<file path="config.mk">
export PLATFORM = sky130hd
export DESIGN_NAME = uart_rx
export DESIGN_NICKNAME = d
export VERILOG_FILES = /design/src/rtl/uart_pkg.sv /design/src/rtl/uart_sync_2ff.sv /design/src/rtl/uart_rx.sv
export SDC_FILE = /design/constraint.sdc
export NUM_CORES = 1
export LEC_CHECK = 0
export ABC_AREA = 1
export ABC_CLOCK_PERIOD_IN_PS = 1700
export BUFFER_PORTS_ARGS = -buffer_cell sky130_fd_sc_hd__buf_2
export CAP_MARGIN = 20
export CORE_MARGIN = 2
export CORE_UTILIZATION = 45
export DETAILED_ROUTE_END_ITERATION = 8
export GPL_TIMING_DRIVEN = 0
export SYNTH_ARGS = -nofsm -noshare
export SYNTH_HDL_FRONTEND = slang
export SYNTH_SLANG_ARGS = --single-unit
</file>
<file path="constraint.sdc">
create_clock -name i_Clk -period 1.7 [get_ports i_Clk]
set_clock_uncertainty 0.15 [all_clocks]
set_input_delay 0.255 -clock i_Clk [delete_from_list [all_inputs] [get_ports i_Clk]]
set_output_delay 0.255 -clock i_Clk [all_outputs]
set_load 0.02 [all_outputs]
</file>
<file path="src/rtl/uart_pkg.sv">
// ---------------------------------------------------------------------------
// uart_pkg
// Shared definitions for the UART transmitter and receiver.
//   DEFAULT_CLKS_PER_BIT : default clock cycles per serial bit period
//   uart_state_t         : receiver FSM state encodings
// Optional feature macro: UART_RX_PARITY_EN adds the PARITY_BIT state.
// ---------------------------------------------------------------------------
package uart_pkg;

  localparam int DEFAULT_CLKS_PER_BIT = 217;

  // Encodings are fixed so that the unused codes (3 without parity, and 7)
  // are caught by the FSM's recovery branch.
  typedef enum logic [2:0] {
    IDLE       = 3'd0,
    START_BIT  = 3'd1,
    DATA_BITS  = 3'd2,
`ifdef UART_RX_PARITY_EN
    PARITY_BIT = 3'd3,
`endif
    STOP_BIT   = 3'd4,
    CLEANUP    = 3'd5,
    WAIT_HIGH  = 3'd6
  } uart_state_t;

endpackage

</file>
<file path="src/rtl/uart_sync_2ff.sv">
// ---------------------------------------------------------------------------
// uart_sync_2ff
// Two-flop synchronizer that brings an asynchronous level into the i_Clk
// domain. Both flops reset to RESET_VAL.
//   i_Clk   : clock
//   i_Rst_L : asynchronous active-low reset
//   d       : asynchronous input
//   q       : synchronized output
// ---------------------------------------------------------------------------
module uart_sync_2ff #(
  parameter logic RESET_VAL = 1'b1
) (
  input  logic i_Clk,
  input  logic i_Rst_L,
  input  logic d,
  output logic q
);

  logic meta;

  always_ff @(posedge i_Clk or negedge i_Rst_L) begin
    if (!i_Rst_L) begin
      meta <= RESET_VAL;
      q    <= RESET_VAL;
    end else begin
      meta <= d;
      q    <= meta;
    end
  end

endmodule

</file>
<file path="src/rtl/uart_rx.sv">
// ---------------------------------------------------------------------------
// uart_rx
// UART receiver, 8N1 framing (8E1 when UART_RX_PARITY_EN is defined).
// Mid-bit sampling driven by a per-bit cycle counter.
//   i_Clk        : clock, rising edge
//   i_Rst_L      : asynchronous active-low reset
//   i_RX_Serial  : serial line, idle high
//   o_RX_Byte    : last correctly received byte
//   o_RX_DV      : one-cycle pulse, o_RX_Byte newly updated
//   o_RX_Busy    : high from start-bit detection until back in IDLE
//   o_Frame_Err  : one-cycle pulse, stop bit sampled low
//   o_Parity_Err : one-cycle pulse, even-parity mismatch (0 without parity)
// Optional feature macro: UART_RX_PARITY_EN.
// ---------------------------------------------------------------------------
module uart_rx
  import uart_pkg::*;
#(
  parameter int CLKS_PER_BIT = DEFAULT_CLKS_PER_BIT
) (
  input  logic       i_Clk,
  input  logic       i_Rst_L,
  input  logic       i_RX_Serial,
  output logic [7:0] o_RX_Byte,
  output logic       o_RX_DV,
  output logic       o_RX_Busy,
  output logic       o_Frame_Err,
  output logic       o_Parity_Err
);

  // Counter only ever needs to reach CLKS_PER_BIT-1.
  localparam int CNT_W = (CLKS_PER_BIT > 1) ? $clog2(CLKS_PER_BIT) : 1;
  localparam logic [CNT_W-1:0] LAST_CNT = CNT_W'(CLKS_PER_BIT - 1);
  localparam logic [CNT_W-1:0] HALF_CNT = CNT_W'((CLKS_PER_BIT - 1) / 2);

  logic             rx_sync;
  uart_state_t      state, state_n;
  logic [CNT_W-1:0] count, count_n;
  logic [2:0]       idx, idx_n;
  logic [7:0]       shift, shift_n;
  logic [7:0]       byte_q, byte_n;
  logic             dv_q, dv_n;
  logic             ferr_q, ferr_n;
  logic             busy_q, busy_n;
`ifdef UART_RX_PARITY_EN
  logic             par_pend, par_pend_n;
  logic             perr_q, perr_n;
`endif

  uart_sync_2ff #(.RESET_VAL(1'b1)) u_sync (
    .i_Clk   (i_Clk),
    .i_Rst_L (i_Rst_L),
    .d       (i_RX_Serial),
    .q       (rx_sync)
  );

  // Next-state and datapath logic. Error/valid pulses default low so each
  // lasts exactly one cycle; a parity error is only reported at stop-bit
  // evaluation so a framing error can take priority over it.
  always_comb begin
    state_n = state;
    count_n = count;
    idx_n   = idx;
    shift_n = shift;
    byte_n  = byte_q;
    dv_n    = 1'b0;
    ferr_n  = 1'b0;
`ifdef UART_RX_PARITY_EN
    par_pend_n = par_pend;
    perr_n     = 1'b0;
`endif
    case (state)
      IDLE: begin
        count_n = '0;
        idx_n   = '0;
`ifdef UART_RX_PARITY_EN
        par_pend_n = 1'b0;
`endif
        if (!rx_sync) state_n = START_BIT;
      end
      START_BIT: begin
        if (count == HALF_CNT) begin
          count_n = '0;
          state_n = rx_sync ? IDLE : DATA_BITS;
        end else begin
          count_n = count + 1'b1;
        end
      end
      DATA_BITS: begin
        if (count != LAST_CNT) begin
          count_n = count + 1'b1;
        end else begin
          count_n      = '0;
          shift_n[idx] = rx_sync;
          if (idx == 3'd7) begin
            idx_n = '0;
`ifdef UART_RX_PARITY_EN
            state_n = PARITY_BIT;
`else
            state_n = STOP_BIT;
`endif
          end else begin
            idx_n = idx + 1'b1;
          end
        end
      end
`ifdef UART_RX_PARITY_EN
      PARITY_BIT: begin
        if (count != LAST_CNT) begin
          count_n = count + 1'b1;
        end else begin
          count_n    = '0;
          par_pend_n = (rx_sync != ^shift);
          state_n    = STOP_BIT;
        end
      end
`endif
      STOP_BIT: begin
        if (count != LAST_CNT) begin
          count_n = count + 1'b1;
        end else begin
          count_n = '0;
          if (!rx_sync) begin
            ferr_n  = 1'b1;
            state_n = WAIT_HIGH;
`ifdef UART_RX_PARITY_EN
          end else if (par_pend) begin
            perr_n  = 1'b1;
            state_n = CLEANUP;
`endif
          end else begin
            byte_n  = shift;
            dv_n    = 1'b1;
            state_n = CLEANUP;
          end
        end
      end
      CLEANUP: begin
        state_n = IDLE;
      end
      WAIT_HIGH: begin
        count_n = '0;
        if (rx_sync) state_n = IDLE;
      end
      default: begin
        state_n = IDLE;
        count_n = '0;
        idx_n   = '0;
      end
    endcase
    busy_n = !((state_n == IDLE) || (state_n == CLEANUP));
  end

  // State and datapath registers.
  always_ff @(posedge i_Clk or negedge i_Rst_L) begin
    if (!i_Rst_L) begin
      state  <= IDLE;
      count  <= '0;
      idx    <= '0;
      shift  <= '0;
      byte_q <= '0;
      dv_q   <= 1'b0;
      ferr_q <= 1'b0;
      busy_q <= 1'b0;
`ifdef UART_RX_PARITY_EN
      par_pend <= 1'b0;
      perr_q   <= 1'b0;
`endif
    end else begin
      state  <= state_n;
      count  <= count_n;
      idx    <= idx_n;
      shift  <= shift_n;
      byte_q <= byte_n;
      dv_q   <= dv_n;
      ferr_q <= ferr_n;
      busy_q <= busy_n;
`ifdef UART_RX_PARITY_EN
      par_pend <= par_pend_n;
      perr_q   <= perr_n;
`endif
    end
  end

  assign o_RX_Byte   = byte_q;
  assign o_RX_DV     = dv_q;
  assign o_Frame_Err = ferr_q;
  assign o_RX_Busy   = busy_q;
`ifdef UART_RX_PARITY_EN
  assign o_Parity_Err = perr_q;
`else
  assign o_Parity_Err = 1'b0;
`endif

endmodule

</file>
# Yosys cells after proc, flatten, opt, wreduce, memory -nomap -nowiden
# Cells that the tools add are included.
word_totals:
  reg_bits: 35
  input_bits: 3
  output_inout_bits: 12
  wordCells: 60
op_classes:
  addsub: 2
  order_cmp: 2
  n_eq_ne: 10
  n_mux: 24
  bitwise_logic: 2
  reduce_logical: 10
ops:
  columns: ["operator", "n"]
  rows:
  - ["2-to-1 mux 3 bit", 8]
  - ["one-hot mux 8 bit (3 select lines)", 1]
  - ["2-to-1 mux 8 bit", 2]
  - ["equality test 3 bit (second input constant)", 5]
  - ["one-hot mux 3 bit (5 select lines)", 1]
  - ["adder 8 x 1 -> 8 bit (second input constant)", 1]
  - ["bitwise mux 8 bit", 1]
  - ["equality test 8 x 7 -> 1 bit (second input constant)", 1]
  - ["inequality test 8 bit (second input constant)", 1]
  - ["2-to-1 mux 1 bit", 7]
  - ["zero test 3 bit", 2]
  - ["one-hot mux 3 bit (2 select lines)", 1]
  - ["less-than comparator 3 x 4 -> 1 bit (second input constant)", 1]
  - ["2-to-1 mux 2 bit", 2]
  - ["AND reduction 2 bit", 2]
  - ["OR reduction 4 bit", 1]
  - ["adder 3 x 1 -> 3 bit (second input constant)", 1]
  - ["demux 1 bit (select 3 bit)", 1]
  - ["equality test 3 x 1 -> 1 bit (second input constant)", 1]
  - ["equality test 3 x 2 -> 1 bit (second input constant)", 1]
  - ["greater-or-equal comparator 3 x 1 -> 1 bit (second input constant)", 1]
  - ["AND reduction 3 bit", 1]
  - ["inequality test 2 bit (second input constant)", 1]
  - ["inverter 1 bit", 2]
  - ["other kinds (4)", 4]

# Depth between registers and ports, before layout
logic_depth:
  ltp_word: 7
  ltp_mapped: 10
  mapped_depth_nobuf: 10

# By module
# A second synthesis with hierarchy kept.
unflattened:
  hier_cells: 201
  area_unflattened_um2: 1761.7
by_module_without_submodules:
  columns: ["mod", "instances", "cells_each", "area_per_inst_um2", "seq_area_each_um2"]
  rows:
  - ["uart_rx", 1, 199, 1709.1, 825.8]
  - ["uart_sync_2ff", 1, 2, 52.6, 52.6]

# Least setup slack after synthesis
# Ideal clock, no wire load.
synth_timing:
  path_kind: "register -> register"
  from: "reg count[0]"
  to: "reg busy_q, in the netlist o_RX_Busy"
  setup_ps: 128
  t_arrival_ps: 1304
  required_time_ps: 1422
  slack_ps: 118
  stages_incl_launch_ff: 11
  n_path_buf: 1
  period_less_slack_ps: 1582
  cell_sequence: "dfrtp_1 > inv_1 > ha_1 > nand2_1 > inv_1 > nand3_4 > nor2_4 > buf_6 > nor2_2 > nand2_1 > nand3_1"
synth_between:
  elab_chain_len: 6
  elab_cells_between_ends: 10
  cone_classes: "eq/ne: 3; mux: 4; reduce/logical: 3"
synth_rtl:
  columns: ["element", "line_no", "source"]
  rows:
  - ["start: declaration", "uart_rx.sv:37", "logic [CNT_W-1:0] count, count_n;"]
  - ["start signal: assignment", "uart_rx.sv:170", "count <= count_n;"]
  - ["inequality test 8 bit / equality test 8 x 7 -> 1 bit (equally long branches)", "uart_rx.sv:89, uart_rx.sv:118, uart_rx.sv:81", null]
  - ["2-to-1 mux 3 bit, on equally long branches", "uart_rx.sv:118, uart_rx.sv:81, uart_rx.sv:89", null]
  - ["one-hot mux 3 bit (5 select lines) (*)", "uart_rx.sv:71", "case (state)"]
  - ["equality test 3 bit / zero test 3 bit (equally long branches)", "uart_rx.sv:150", "busy_n = !((state_n == IDLE) || (state_n == CLEANUP));"]
  - ["logical OR 1 bit (*)", "uart_rx.sv:150", null]
  - ["zero test 1 bit (*)", "uart_rx.sv:150", null]
  - ["via busy_n", "uart_rx.sv:43", "logic busy_q, busy_n;"]
  - ["end signal: assignment", "uart_rx.sv:176", "busy_q <= busy_n;"]
  - ["end: declaration", "uart_rx.sv:43", null]
# Mark *: on every way through the listed nets, which the timed path passes. The rest lies on a longest branch.
# A chain may end at the register's enable or synchronous reset.

# Worst setup path after layout
layout_timing:
  from: "reg count[0]"
  to: "reg shift[2]"
layout_between:
  elab_chain_len: 3
layout_rtl:
  columns: ["element", "line_no", "source"]
  rows:
  - ["inequality test 8 bit", "uart_rx.sv:89", "if (count != LAST_CNT) begin"]
  - ["inverter 1 bit (no line)", null, null]
  - ["AND reduction 2 bit (no line)", null, null]
  - ["end signal: assignment", "uart_rx.sv:172", "shift <= shift_n;"]
  - ["end: declaration", "uart_rx.sv:39", "logic [7:0] shift, shift_n;"]
# No other way between the ends.

==> results.yml <==
floorplanning:
  rows: 22
  die-area_um2: 4300
  dieHeight_um: 65.6
  core_um2: 3660
  start_util_pct: 46.6
  boundaryPins: 15
  die_w_um: 65.6
run:
  drv_cap: 0
sta:
  maxSlewHeadroom_pct: 49.6
  hold_viol: 0
  tightest_slew_ns: 0.756
  period_minus_slack_ns: 1.66
  finalCritPeriodShare_pct: 97.8
  maxSlewViolCount: 0
  finalSetupViolations: 0
  rsz0062_at_grt: "true"
  worst_slack_ns: 0.0377
  fmax_ghz: 0.602
  setup_tns_ns: 0
  whs_ns: 0.212
yosys:
  synth_top_area_cell: "dfrtp_1"
  synth.most_common_cell: "nand2_1"
  synth.top_cell.area_share_pct: 48.4
  post_synth.cell_area_avg_um2: 8.16
  synth-async-reset-ratio_pct: 100
  yosysWarnings: 0
  netlist_area_um2: 1710
  synth_commonest_cells: "63 x nand2_1, 33 x dfrtp_1, 29 x inv_1"
  synth.distinct_cells: 23
  synth_enable_flop_cells: 0
  synth-main-ff-cell: "dfrtp_1"
  ys_top_cells_by_area: "dfrtp_1 48%, nand2_1 14%, nand3_1 7.6%"
  syn-num-nets: 216
  synthCells: 209
  ys_seq_area_share_pct: 51.5
  ys_ff_latch: 35
worst_hold_path:
  hp-class: "flop to flop"
cts:
  cts_tree: "done"
  insertion_delay_ns: 0.29
  root_buffer: "clkbuf_8"
  clock_sinks: 35
  clockBufferDepth: 2
  path_clk_slew_ns: 0.07
  cts_buffers: 5
  cts_max_level: 2
pwr:
  leakagePower_nw: 1.09
  peakVddDrop_mv: 0.571
  switchingPower_uw: 326
  p_int_mw: 1.28
  swShare_pct: 20.3
  pwr-share-clk_pct: 46.0
  p_seq_share_pct: 52.2
  combPwrFrac_pct: 1.8
  power_per_cell_area_nw_per_um2: 765
drt:
  drcViolationCount: 0
  routed_via_density: 4.90
  ant_nets: 0
  drt_iter0_drc: 59
  drtPass1Iterations: 4
  vias: 1410
  drt_wl_total_um: 3260
  wl_per_cell_um: 11.3
critical_path:
  crit_arrival_ns: 1.67
  end_kind: "flop"
  critPathMaxFanout: 8
  critPathKind: "flop to flop"
  startpoint_type: "flop"
  required_ns: 1.71
final_layout:
  diodes: 0
  design_area_um2: 2100
  drive_gt1_share_pct: 22.9
  area_growth_pct: 23.0
  fill_cells: 341
  fin_util_pct: 57.3
  num-nets-final: 246
placement:
  hpwl_um: 2260
  place_ws_ns: -0.0691
  dpl_cell_area_um2: 1830
  io_buffers: 13
  place_congestion: 0.872
grt:
  antenna_found_initial: 0
  grt_pass1_vias: 1322
  grt_pass1_wl_um: 5750
  grt_overflow: 0
  grt_max_degree: 36
  track_usage_pct: 17.6
status:
  outcome: "completed"
[layer usage]
metal	GRT usage, %	vias up	part of all wire (%)
met5	0	-	0
met4	6.51	0	1.2
met3	4.79	6	4.3
met2	28.4	30	48
met1	22.6	654	46
li1	-	720	-
[sequential cells by signal, indices dropped and copies added, names as in the netlist]
name,cells
shift,8
idx,3
o_Frame_Err,1
o_RX_DV,1
u_sync.q,1
o_RX_Byte,8
u_sync.meta,1
count,8
o_RX_Busy,1
state,3
[path summary, 6_finish.rpt]
kind	from	end	depth (start not counted)	slack, ns
max	count[0]	shift[2]	9	0.04
max in group asynchronous	i_Rst_L	count[3]	2	0.46
min reg2reg	u_sync.meta	u_sync.q	0	0.21
min in group asynchronous	i_Rst_L	count[4]	2	0.42
min	u_sync.meta	u_sync.q	0	0.21
max reg2reg	count[0]	shift[2]	9	0.04
[power by group through the flow]
| stage | combinational [mW] | clock, mW | sequential [mW] |
|---|---|---|---|
| after floorplan | 0.00620 | 0 | 0.854 |
| after CTS | 0.0293 | 0.753 | 0.838 |
| after detailed placement | 0.0258 | 0 | 0.854 |
| final | 0.0281 | 0.739 | 0.838 |
| after global routing | 0.0331 | 0.809 | 0.838 |
| after global placement | 0.0251 | 0 | 0.854 |
[through the flow]
stage          instances  power, mW
6_report             288       1.61
3_3_place_gp         270      0.879
2_1_floorplan        209      0.860
3_5_place_dp         270      0.880
4_1_cts              282       1.62
5_1_grt              288       1.68
[kinds of logic after synthesis]
| logic type | count (synthesis) | synth area share, % |
|---|---|---|
| flops | 35 | 51.5 |
| buf+inv | 31 | 7.48 |
| simple gates | 117 | 30.9 |
| compound gates | 19 | 5.94 |
| xor+xnor | 2 | 1.03 |
| other cells | 1 | 0.220 |
| fa+ha+maj | 4 | 2.93 |
[placed cells by master, fill, tap and decap left out, drive strengths merged]
cell type / synthesis / routed
nor2: 19 / 19
xor2: 2 / 2
ha: 4 / 4
nand4: 4 / 4
conb: 1 / 1
buf: 2 / 23
inv: 29 / 29
a21oi: 2 / 2
nor3: 2 / 2
nand2: 63 / 63
dlygate4sd3: 0 / 2
nand3: 27 / 27
clkbuf: 0 / 5
bufinv: 0 / 1
dfrtp: 33 / 33
dfstp: 2 / 2
nor4: 1 / 1
o21bai: 1 / 1
o21ai: 16 / 16
clkinv: 0 / 2
nand3b: 1 / 1
[timing repair]
item                                    CTS  global route
pin swaps                                 2             8
buffers inserted                          2             6
endpoints found under the hold margin    34             0
resized for setup                         3            13
endpoints found under the setup margin   23            25
gates cloned                              0             0
hold buffers                              2             0
[layout make-up]
cell class	count	area, µm²	share of cell area (%)
Clock inverter	3	43.8	2.09
Sequential cell	35	880	41.9
Tap cell	48	60.1	2.86
Multi-Input combinational cell	143	759	36.2
Inverter	29	109	5.19
Clock buffer	5	68.8	3.28
Buffer	2	18.8	0.895
Timing Repair Buffer	23	158	7.52
[worst max-delay path: stages, from the launching register on]
cell and delay, ns:
dfrtp_1 0.39, inv_2 0.09, ha_4 0.14, nand2_2 0.04, inv_2 0.07, nand3_4 0.12, nor2_4 0.27, nand3_2 0.11
nand2_1 0.08, o21ai_1 0.06
Power figures use the tool's default switching activity.
